**src/rtl/mc_controller.sv**
```systemverilog
// Multicycle control unit: main FSM, ALU decoder and conditional execution.
// Drives datapath selects/enables and holds the architectural NZCV flags.
module mc_controller (
  input  logic        clk,
  input  logic        reset,
  input  logic [31:0] Instr,
  input  logic [3:0]  ALUFlags,
  output logic        PCWrite,
  output logic        IRWrite,
  output logic        RegWrite,
  output logic        MemWrite,
  output logic        AdrSrc,
  output logic        ALUSrcA,
  output logic [1:0]  ALUSrcB,
  output logic [1:0]  ResultSrc,
  output logic [1:0]  ImmSrc,
  output logic [1:0]  RegSrc,
  output logic [1:0]  ALUControl
);

  typedef enum logic [3:0] {
    FETCH    = 4'd0,
    DECODE   = 4'd1,
    MEMADR   = 4'd2,
    MEMRD    = 4'd3,
    MEMWB    = 4'd4,
    MEMWR    = 4'd5,
    EXECUTER = 4'd6,
    EXECUTEI = 4'd7,
    ALUWB    = 4'd8,
    BRANCH   = 4'd9
  } state_t;

  state_t      state, state_n;
  logic [3:0]  cond;
  logic [1:0]  op;
  logic [5:0]  funct;
  logic [3:0]  rd;
  logic        ir_w, next_pc, branch;
  logic        reg_w, mem_w, alu_op;
  logic        known;
  logic [1:0]  flag_w;
  logic        no_write, pcs;
  logic [3:0]  flags;
  logic        n, z, c, v;
  logic        cond_ex, cond_ex_reg;
  logic        unused;

  assign cond   = Instr[31:28];
  assign op     = Instr[27:26];
  assign funct  = Instr[25:20];
  assign rd     = Instr[15:12];
  assign unused = ^{Instr[19:16], Instr[11:0]};

  assign ImmSrc = op;
  assign RegSrc = {op == 2'b01, op == 2'b10};

  always_ff @(posedge clk or negedge reset) begin
    if (!reset) state <= FETCH;
    else        state <= state_n;
  end

  always_comb begin
    state_n   = FETCH;
    ir_w      = 1'b0;
    next_pc   = 1'b0;
    branch    = 1'b0;
    reg_w     = 1'b0;
    mem_w     = 1'b0;
    alu_op    = 1'b0;
    AdrSrc    = 1'b0;
    ALUSrcA   = 1'b0;
    ALUSrcB   = 2'b00;
    ResultSrc = 2'b00;
    case (state)
      FETCH: begin
        state_n   = DECODE;
        ir_w      = 1'b1;
        next_pc   = 1'b1;
        ALUSrcA   = 1'b1;
        ALUSrcB   = 2'b10;
        ResultSrc = 2'b10;
      end
      DECODE: begin
        ALUSrcA   = 1'b1;
        ALUSrcB   = 2'b10;
        ResultSrc = 2'b10;
        case (op)
          2'b00:   state_n = funct[5] ? EXECUTEI
                                      : EXECUTER;
          2'b01:   state_n = MEMADR;
          2'b10:   state_n = BRANCH;
          default: state_n = FETCH;
        endcase
      end
      MEMADR: begin
        ALUSrcB = 2'b01;
        state_n = funct[0] ? MEMRD : MEMWR;
      end
      MEMRD: begin
        AdrSrc  = 1'b1;
        state_n = MEMWB;
      end
      MEMWR: begin
        AdrSrc = 1'b1;
        mem_w  = 1'b1;
      end
      MEMWB: begin
        ResultSrc = 2'b01;
        reg_w     = 1'b1;
      end
      EXECUTER: begin
        alu_op  = 1'b1;
        state_n = ALUWB;
      end
      EXECUTEI: begin
        ALUSrcB = 2'b01;
        alu_op  = 1'b1;
        state_n = ALUWB;
      end
      ALUWB: reg_w = 1'b1;
      BRANCH: begin
        ALUSrcB   = 2'b01;
        ResultSrc = 2'b10;
        branch    = 1'b1;
      end
      default: state_n = FETCH;
    endcase
  end

  always_comb begin
    ALUControl = 2'b00;
    known      = 1'b0;
    flag_w     = 2'b00;
    if (alu_op) begin
      known = 1'b1;
      case (funct[4:1])
        4'b0100: ALUControl = 2'b00;
        4'b0010: ALUControl = 2'b01;
        4'b0000: ALUControl = 2'b10;
        4'b1100: ALUControl = 2'b11;
        4'b1010: ALUControl = 2'b01;
        default: known      = 1'b0;
      endcase
      flag_w[1] = known & funct[0];
      flag_w[0] = known & funct[0]
                & ~ALUControl[1];
    end
  end

  // CMP is recognised in ALUWB too, where the ALU decoder is idle
  assign no_write = (op == 2'b00)
                  & (funct[4:1] == 4'b1010);

  assign {n, z, c, v} = flags;

  always_comb begin
    case (cond)
      4'h0:    cond_ex = z;
      4'h1:    cond_ex = ~z;
      4'h2:    cond_ex = c;
      4'h3:    cond_ex = ~c;
      4'h4:    cond_ex = n;
      4'h5:    cond_ex = ~n;
      4'h6:    cond_ex = v;
      4'h7:    cond_ex = ~v;
      4'h8:    cond_ex = c & ~z;
      4'h9:    cond_ex = ~(c & ~z);
      4'hA:    cond_ex = (n == v);
      4'hB:    cond_ex = (n != v);
      4'hC:    cond_ex = ~z & (n == v);
      4'hD:    cond_ex = z | (n != v);
      4'hE:    cond_ex = 1'b1;
      default: cond_ex = 1'b0;
    endcase
  end

  always_ff @(posedge clk or negedge reset) begin
    if (!reset) begin
      flags       <= 4'b0000;
      cond_ex_reg <= 1'b0;
    end else begin
      cond_ex_reg <= cond_ex;
      if (flag_w[1] & cond_ex)
        flags[3:2] <= ALUFlags[3:2];
      if (flag_w[0] & cond_ex)
        flags[1:0] <= ALUFlags[1:0];
    end
  end

  assign pcs = ((rd == 4'hF) & reg_w) | branch;

  // Enables are held off for the whole reset window
  assign PCWrite  = reset
                  & ((pcs & cond_ex_reg) | next_pc);
  assign IRWrite  = reset & ir_w;
  assign RegWrite = reset & reg_w & cond_ex_reg
                  & ~no_write;
  assign MemWrite = reset & mem_w & cond_ex_reg;

endmodule

```
**config.mk**
```make
export PLATFORM = sky130hd
export DESIGN_NAME = mc_controller
export DESIGN_NICKNAME = d
export VERILOG_FILES = /design/src/rtl/mc_controller.sv
export SDC_FILE = /design/constraint.sdc
export NUM_CORES = 1
export LEC_CHECK = 0
export CAP_MARGIN = 40
export CORE_MARGIN = 3
export CORE_UTILIZATION = 37
export DETAILED_ROUTE_END_ITERATION = 10
export PLACE_DENSITY_LB_ADDON = 0.1
export SLEW_MARGIN = 20
export SYNTH_ARGS = -nofsm -noshare
export SYNTH_HDL_FRONTEND = slang
export SYNTH_SLANG_ARGS = --single-unit
```
**constraint.sdc**
```tcl
create_clock -name clk -period 4.9 [get_ports clk]
set_input_delay 0.49 -clock clk [delete_from_list [all_inputs] [get_ports clk]]
set_output_delay 0.49 -clock clk [all_outputs]
set_load 0.01 [all_outputs]
```
==> metrics.txt, run 1 <==
# TYPE chip_impl_metric gauge
chip_impl_info{name="status",value="complete, no violations"} 1
chip_impl_metric{name="worst-endpoint-arrival",unit="ps"} 2300
chip_impl_metric{name="number_of_port_buffers",unit=""} 37
chip_impl_metric{name="power.share.switching",unit=""} 0.4053
chip_impl_metric{name="worstSkewPairLatency",unit="ps"} 260
chip_impl_metric{name="final_gp_congestion",unit=""} 0.7747
chip_impl_metric{name="fin_tns_setup",unit="ps"} 0
chip_impl_metric{name="worstMarginPinSlew",unit="ps"} 439.7
chip_impl_metric{name="slew_headroom",unit=""} 0.7059
chip_impl_metric{name="grt_max_degree",unit=""} 16
chip_impl_metric{name="drive_above_1_share",unit=""} 0.07519
chip_impl_metric{name="num-nets-final",unit=""} 172
chip_impl_metric{name="wl_met1",unit="um"} 855
chip_impl_metric{name="post_cts_buffers",unit=""} 0
chip_impl_metric{name="dr_wl_met3",unit="um"} 144
chip_impl_metric{name="cts_htree_levels",unit=""} 1
chip_impl_metric{name="numCtsBuffers",unit=""} 3
chip_impl_info{name="critical_path.endpoint_type",value="output port"} 1
chip_impl_metric{name="drtAntennaViolNets",unit=""} 0
chip_impl_metric{name="time_the_final_worst_path_needs_with_i_o_delays_and_setup",unit="ps"} 2790
chip_impl_metric{name="timing_max_transition_violations_final",unit=""} 0
chip_impl_metric{name="routed_wire_length_per_instance",unit="um"} 12.28
chip_impl_metric{name="pwr-share-comb",unit=""} 0.564
chip_impl_metric{name="synthesis.instances",unit=""} 99
chip_impl_metric{name="cts_num_sinks",unit=""} 9
chip_impl_info{name="maxUsedRoutingLayer",value="met4"} 1
chip_impl_metric{name="synth.distinct_cells",unit=""} 33
chip_impl_metric{name="synth_sequential_area_ratio",unit=""} 0.2946
chip_impl_metric{name="synth.avg_cell_area",unit="sq um"} 7.722
chip_impl_metric{name="drc_errors",unit=""} 0
chip_impl_metric{name="core-area",unit="sq mm"} 0.001839
chip_impl_metric{name="vias",unit=""} 824
chip_impl_metric{name="vias_in_the_first_global_route",unit=""} 794
chip_impl_info{name="critical_path.startpoint_type",value="primary input"} 1
chip_impl_metric{name="insertedDiodeCount",unit=""} 0
chip_impl_metric{name="finalClockSkew",unit="ps"} 0.9379
chip_impl_metric{name="cts_buffer_depth",unit=""} 2
chip_impl_metric{name="rows",unit=""} 15
chip_impl_metric{name="holdBufCountCts",unit=""} 0
chip_impl_metric{name="cts_resized",unit=""} 0
chip_impl_metric{name="p_sw",unit="mW"} 0.1998
chip_impl_metric{name="cp_max_fo",unit=""} 11
chip_impl_info{name="layout_common_cells",value="37 x sky130_fd_sc_hd__clkdlybuf4s50_1, 11 x sky130_fd_sc_hd__nor3_1, 10 x sky130_fd_sc_hd__nand2_1"} 1
chip_impl_metric{name="initial_utilization",unit=""} 0.4156
chip_impl_info{name="cp_class",value="in -> out"} 1
chip_impl_info{name="clockRootBuffer",value="sky130_fd_sc_hd__clkbuf_4"} 1
chip_impl_info{name="grt_setup_unrepaired",value="no"} 1
chip_impl_metric{name="fmax",unit="MHz"} 358.4
chip_impl_metric{name="finalHoldViolCount",unit=""} 0
chip_impl_metric{name="synthesis.area",unit="sq um"} 764.5
chip_impl_info{name="cts_tree",value="yes"} 1
chip_impl_metric{name="die_h",unit="um"} 51.46
chip_impl_metric{name="design.portCount",unit=""} 54
chip_impl_metric{name="pwr_density_cell",unit="mW/mm^2"} 426.0
chip_impl_metric{name="drt_wl_total",unit="um"} 1941
chip_impl_metric{name="synth.net_count",unit=""} 137
chip_impl_metric{name="postSynth.asyncResetShare",unit=""} 1.000
chip_impl_metric{name="route.detailed.vias_per_inst",unit=""} 5.215
chip_impl_metric{name="grt_first_pass_wirelength",unit="um"} 3332
chip_impl_info{name="ys_dominant_reg_cell",value="sky130_fd_sc_hd__dfrtp_1"} 1
chip_impl_metric{name="whs",unit="ps"} 539.2
chip_impl_metric{name="setup-violations-final",unit=""} 0
chip_impl_metric{name="area.growth.synth_to_final",unit="%"} 51.39
chip_impl_metric{name="globalRouteTotalUtil",unit=""} 0.1711
chip_impl_metric{name="fp.dieArea",unit="sq mm"} 0.002648
chip_impl_metric{name="cell_internal_pwr",unit="mW"} 0.2932
chip_impl_metric{name="drt_iter0_drc",unit=""} 10
chip_impl_metric{name="max-vdd-ir-drop",unit="V"} 0.0002881
chip_impl_metric{name="drt-pass1-iter-count",unit=""} 3
chip_impl_metric{name="wl_met2",unit="um"} 884
chip_impl_metric{name="crit_required",unit="ps"} 4410
chip_impl_metric{name="number_of_flops_mapped_to_enable_cells_by_yosys",unit=""} 0
chip_impl_metric{name="synth_seq_cells",unit=""} 9
chip_impl_metric{name="clk_pin_slew_worst_paths",unit="ps"} 60
chip_impl_metric{name="power.share.sequential",unit=""} 0.321
chip_impl_metric{name="max_cap_viol_count",unit=""} 0
chip_impl_metric{name="die_width",unit="um"} 51.46
chip_impl_info{name="layout.cells.most_common",value="sky130_fd_sc_hd__clkdlybuf4s50_1"} 1
chip_impl_metric{name="place_hpwl",unit="um"} 1562
chip_impl_info{name="hold_class",value="in -> async"} 1
chip_impl_metric{name="power.clock.fraction",unit=""} 0.115
chip_impl_metric{name="initial_antenna_violation_count",unit=""} 0
chip_impl_metric{name="timing.final.crit_share",unit=""} 0.5694
chip_impl_metric{name="synthesis.yosys.warnings",unit=""} 0
chip_impl_metric{name="power_leakage",unit="nW"} 0.4534
chip_impl_metric{name="grt_overflow",unit=""} 0
==> per-layer routing <==
metal	global-route usage	up-vias
li1	-	423
met1	0.1978	364
met2	0.2733	32
met3	0.04373	5
met4	0.1179	0
met5	0	-
==> cell families after synthesis <==
kind of cell,count (synthesis),share of synthesized area
multiplexers,4,0.05892
AND/OR/NAND/NOR,47,0.3208
buffers and inverters,12,0.07036
XOR/XNOR,6,0.06874
flip-flops,9,0.2946
AO/OA/AOI/OAI,21,0.1866
==> final cells by class <==
type / instances / area, sq um
Clock buffer: 4 / 26.28
Multi-Input combinational cell: 78 / 485.5
Inverter: 5 / 18.77
Tap cell: 25 / 31.28
Sequential cell: 9 / 225.2
Fill cell: 196 / 681.9
Timing Repair Buffer: 37 / 370.4
==> through the flow <==
| stage | worst slack [ps] | total power [mW] | area [sq um] | instances | utilization |
|---|---|---|---|---|---|
| after floorplan | 2974 | 0.3064 | 764.5 | 99 | - |
| final | 2110 | 0.4931 | 1157 | 158 | 0.6293 |
| after detailed placement | 2068 | 0.4408 | 1131 | 154 | 0.6150 |
| after CTS | 2065 | 0.4977 | 1157 | 158 | 0.6293 |
| after global routing | 1906 | 0.5454 | 1157 | 158 | 0.6293 |
| after global placement | 2147 | 0.4337 | 1131 | 154 | 0.6150 |
==> critical path: stages <==
cell                              delay (ps)
sky130_fd_sc_hd__clkdlybuf4s50_1         740
sky130_fd_sc_hd__nand2_1                 140
sky130_fd_sc_hd__nor3_1                  260
sky130_fd_sc_hd__a31o_2                  150
sky130_fd_sc_hd__clkdlybuf4s50_1         520
==> power by group through the flow <==
stage          Combinational [mW]  Clock (mW)  Sequential, mW
2_1_floorplan               0.191           0           0.115
4_1_cts                     0.282      0.0580           0.158
3_5_place_dp                0.281           0           0.159
5_1_grt                     0.312      0.0669           0.167
6_report                    0.278      0.0565           0.158
3_3_place_gp                0.275           0           0.158
==> cells in the mapped netlist, types with 2 or more instances <==
| cell type | n | area (sq um) |
|---|---|---|
| sky130_fd_sc_hd__a21oi_1 | 2 | 10.01 |
| sky130_fd_sc_hd__a31oi_1 | 3 | 18.77 |
| sky130_fd_sc_hd__buf_4 | 2 | 15.01 |
| sky130_fd_sc_hd__clkbuf_1 | 4 | 15.01 |
| sky130_fd_sc_hd__dfrtp_1 | 9 | 225.2 |
| sky130_fd_sc_hd__inv_1 | 5 | 18.77 |
| sky130_fd_sc_hd__mux2_2 | 4 | 45.04 |
| sky130_fd_sc_hd__nand2_1 | 10 | 37.54 |
| sky130_fd_sc_hd__nand2b_1 | 2 | 12.51 |
| sky130_fd_sc_hd__nand3_1 | 3 | 15.01 |
| sky130_fd_sc_hd__nor2_1 | 7 | 26.28 |
| sky130_fd_sc_hd__nor2b_1 | 6 | 37.54 |
| sky130_fd_sc_hd__nor3_1 | 11 | 55.05 |
| sky130_fd_sc_hd__o21ai_0 | 8 | 40.04 |
| sky130_fd_sc_hd__xnor2_1 | 4 | 35.03 |
| sky130_fd_sc_hd__xor2_1 | 2 | 17.52 |
==> path summary, 6_finish.rpt <==
| check | start | to | slack (ps) | cells past startpoint |
|---|---|---|---|---|
| max | reset | PCWrite | 2110 | 5 |
| min | reset | flags[0]$_DFFE_PN0P_ | 540 | 1 |
| max reg2reg | flags[3]$_DFFE_PN0P_ | flags[1]$_DFFE_PN0P_ | 2980 | 6 |
| min reg2reg | flags[0]$_DFFE_PN0P_ | flags[0]$_DFFE_PN0P_ | 590 | 1 |
| max in group asynchronous | reset | cond_ex_reg$_DFF_PN0_ | 4060 | 1 |
| min in group clk | flags[0]$_DFFE_PN0P_ | flags[0]$_DFFE_PN0P_ | 590 | 1 |
No activity file was read; power rests on OpenSTA's default activity.
==> inputs of run 2 (changes only) <==
--- a/config.mk
+++ b/config.mk
@@ -7,7 +7,7 @@
 export LEC_CHECK = 0
 export CAP_MARGIN = 40
 export CORE_MARGIN = 3
-export CORE_UTILIZATION = 37
+export CORE_UTILIZATION = 34
 export DETAILED_ROUTE_END_ITERATION = 10
 export PLACE_DENSITY_LB_ADDON = 0.1
 export SLEW_MARGIN = 20
==> constraint.sdc (replaced) <==
create_clock -name clk -period 2.6 [get_ports clk]
set_input_delay 0.26 -clock clk [delete_from_list [all_inputs] [get_ports clk]]
set_output_delay 0.26 -clock clk [all_outputs]
set_load 0.01 [all_outputs]
==> run 2 against run 1 <==
Effect of this change:
- count of clock-buffer cells in the layout unchanged
- wire length is 3.1% higher
- core utilization decreased by 5.8 points
- setup slack got worse by 1700 ps
- non-clock buffer count up 1
- cell area up 0.86%
- critical path depth shrank 1
- first-iteration DRC count is 20% higher
- critical path type is now reg -> out
- largest cell class unchanged
- highest routed layer unchanged
==> metrics.txt, run 2 (same netlist as run 1, synthesis figures left out) <==
# TYPE chip_impl_metric gauge
chip_impl_metric{name="die_width",unit="um"} 53.42
chip_impl_metric{name="time_the_final_worst_path_needs_with_i_o_delays_and_setup",unit="ps"} 2224
chip_impl_metric{name="cts_htree_levels",unit=""} 1
chip_impl_info{name="layout.cells.most_common",value="sky130_fd_sc_hd__clkdlybuf4s50_1"} 1
chip_impl_info{name="grt_setup_unrepaired",value="no"} 1
chip_impl_metric{name="die_h",unit="um"} 53.42
chip_impl_metric{name="timing.critical_path.buf_inv",unit=""} 1
chip_impl_metric{name="core-area",unit="sq mm"} 0.002042
chip_impl_metric{name="cts_buffer_depth",unit=""} 2
chip_impl_metric{name="timing.critical_path.depth",unit=""} 4
chip_impl_metric{name="initial_antenna_violation_count",unit=""} 0
chip_impl_metric{name="finalNonFillerCells",unit=""} 161
chip_impl_metric{name="timing.final.crit_share",unit=""} 0.8554
chip_impl_metric{name="fillerInstances",unit=""} 209
chip_impl_metric{name="numCtsBuffers",unit=""} 3
chip_impl_metric{name="max_cap_viol_count",unit=""} 0
chip_impl_info{name="critical-path-slowest-cell",value="sky130_fd_sc_hd__dfrtp_1"} 1
chip_impl_metric{name="power_leakage",unit="nW"} 0.4582
chip_impl_metric{name="finalClockSkew",unit="ps"} 6.755
chip_impl_metric{name="worstMarginPinSlew",unit="ps"} 443.2
chip_impl_metric{name="whs",unit="ps"} 365.8
chip_impl_metric{name="number_of_port_buffers",unit=""} 37
chip_impl_metric{name="worst-r2r-cell-count",unit=""} 6
chip_impl_metric{name="place_area",unit="sq mm"} 0.001141
chip_impl_metric{name="register_to_register_setup_slack",unit="ps"} 650
chip_impl_metric{name="cp_max_fo",unit=""} 14
chip_impl_metric{name="drt_wl_total",unit="um"} 2002
chip_impl_metric{name="max-vdd-ir-drop",unit="V"} 0.0005410
chip_impl_metric{name="timing_max_transition_violations_final",unit=""} 0
chip_impl_metric{name="route.detailed.vias_per_inst",unit=""} 5.106
chip_impl_info{name="layout_common_cells",value="37 x sky130_fd_sc_hd__clkdlybuf4s50_1, 11 x sky130_fd_sc_hd__nor3_1, 10 x sky130_fd_sc_hd__nand2_1"} 1
chip_impl_metric{name="place.detailed.instances",unit=""} 157
chip_impl_metric{name="insertedDiodeCount",unit=""} 0
chip_impl_metric{name="setup-violations-final",unit=""} 0
chip_impl_metric{name="drt-pass1-iter-count",unit=""} 4
chip_impl_info{name="crit_path_start",value="state[1]$_DFF_PN0_"} 1
chip_impl_metric{name="grt_first_pass_wirelength",unit="um"} 3208
chip_impl_metric{name="worstSkewPairLatency",unit="ps"} 260
chip_impl_metric{name="fp.dieArea",unit="sq mm"} 0.002854
chip_impl_metric{name="initial_utilization",unit=""} 0.3744
chip_impl_info{name="crit-reg2reg-launch",value="flags[0]$_DFFE_PN0P_"} 1
chip_impl_metric{name="drtAntennaViolNets",unit=""} 0
chip_impl_info{name="path_cells",value="nand2_1 > nor3_1 > and2_1 > clkdlybuf4s50_1"} 1
chip_impl_info{name="hold_class",value="in -> async"} 1
chip_impl_metric{name="final_gp_congestion",unit=""} 0.7243
chip_impl_info{name="capturing_instance_or_port_of_the_critical_path",value="ALUControl[0]"} 1
chip_impl_metric{name="worst_case_setup_slack_after_placement",unit="ps"} 260.8
chip_impl_metric{name="clk_pin_slew_worst_paths",unit="ps"} 60
chip_impl_metric{name="fin_tns_setup",unit="ps"} 0
chip_impl_metric{name="place_hpwl",unit="um"} 1591
chip_impl_info{name="critical_path.endpoint_type",value="output port"} 1
chip_impl_info{name="cp_class",value="reg -> out"} 1
chip_impl_metric{name="slew_headroom",unit=""} 0.7045
chip_impl_metric{name="design.portCount",unit=""} 54
chip_impl_metric{name="fmax",unit="MHz"} 449.7
chip_impl_info{name="critical_path.startpoint_type",value="flop"} 1
chip_impl_metric{name="globalRouteTotalUtil",unit=""} 0.1511
chip_impl_metric{name="area.growth.synth_to_final",unit="%"} 52.70
chip_impl_metric{name="layout.core_utilization",unit=""} 0.5717
chip_impl_metric{name="crit_required",unit="ps"} 2340
chip_impl_info{name="cts_tree",value="yes"} 1
chip_impl_metric{name="vias",unit=""} 822
chip_impl_info{name="cpLargestDelayFamily",value="flip-flops"} 1
chip_impl_metric{name="routed_wire_length_per_instance",unit="um"} 12.43
chip_impl_metric{name="drive_above_1_share",unit=""} 0.08209
chip_impl_metric{name="worst-endpoint-arrival",unit="ps"} 1960
chip_impl_info{name="clockRootBuffer",value="sky130_fd_sc_hd__clkbuf_4"} 1
chip_impl_info{name="endpoint_of_the_lowest_slack_register_to_register_path",value="flags[0]$_DFFE_PN0P_"} 1
chip_impl_metric{name="post-route-worst-setup-slack",unit="ps"} 376.1
chip_impl_metric{name="slowest_delay",unit="ps"} 610
chip_impl_metric{name="finalHoldViolCount",unit=""} 0
chip_impl_metric{name="pwr_density_cell",unit="mW/mm^2"} 798.9
chip_impl_metric{name="cts_num_sinks",unit=""} 9
chip_impl_metric{name="grt_max_degree",unit=""} 16
chip_impl_metric{name="post_cts_buffers",unit=""} 0
chip_impl_metric{name="power.total",unit="mW"} 0.9326
chip_impl_metric{name="holdBufCountCts",unit=""} 0
chip_impl_metric{name="vias_in_the_first_global_route",unit=""} 740
chip_impl_info{name="status",value="complete, no violations"} 1
chip_impl_metric{name="final_cell_area",unit="sq mm"} 0.001167
chip_impl_metric{name="rows",unit=""} 16
chip_impl_metric{name="grt_overflow",unit=""} 0
chip_impl_metric{name="drt_iter0_drc",unit=""} 12
chip_impl_metric{name="drc_errors",unit=""} 0
chip_impl_metric{name="num-nets-final",unit=""} 173
chip_impl_metric{name="cts_resized",unit=""} 0
-- run 2: how the worst min path moves through the flow --
stage / end / slack, ps / from / depth (start not counted)
floorplan: cond_ex_reg$_DFF_PN0_ / -40 / reset / 0
global placement: flags[1]$_DFFE_PN0P_ / 560 / flags[1]$_DFFE_PN0P_ / 1
detailed placement: flags[3]$_DFFE_PN0P_ / 560 / flags[3]$_DFFE_PN0P_ / 1
CTS: state[1]$_DFF_PN0_ / 360 / reset / 2
global route: flags[0]$_DFFE_PN0P_ / 390 / reset / 2
finish: flags[0]$_DFFE_PN0P_ / 370 / reset / 2
-- run 2: worst register-to-register path: cells and delay by family (launching register included) --
family | cells | cell delay, ps
xor+xnor | 1 | 180
simple gates | 2 | 600
compound gates | 2 | 280
flops | 1 | 420
mux | 1 | 350
-- run 2: final cells by class --
class,instances,area (sq um),share of cell area
clock buffer,4,26.28,0.02251
inverter,5,18.77,0.01608
multi-input combinational,78,485.5,0.4159
sequential,9,225.2,0.1929
tap,27,33.78,0.02894
timing repair buffer,38,377.9,0.3237
-- run 2: where the power goes --
part           internal, mW  switching [mW]
Sequential            0.184           0.117
Clock                0.0590          0.0468
Combinational         0.310           0.215
Total                 0.554           0.379
-- run 2: routing by layer --
metal | track usage | wire length (um) | part of all wire | up-vias
li1 | - | - | - | 424
met1 | 0.2051 | 979 | 0.49 | 371
met2 | 0.2347 | 867 | 0.43 | 25
met4 | 0.03404 | 7 | 0.0035 | 0
met5 | 0 | 0 | 0 | -
met3 | 0.04225 | 147 | 0.073 | 2
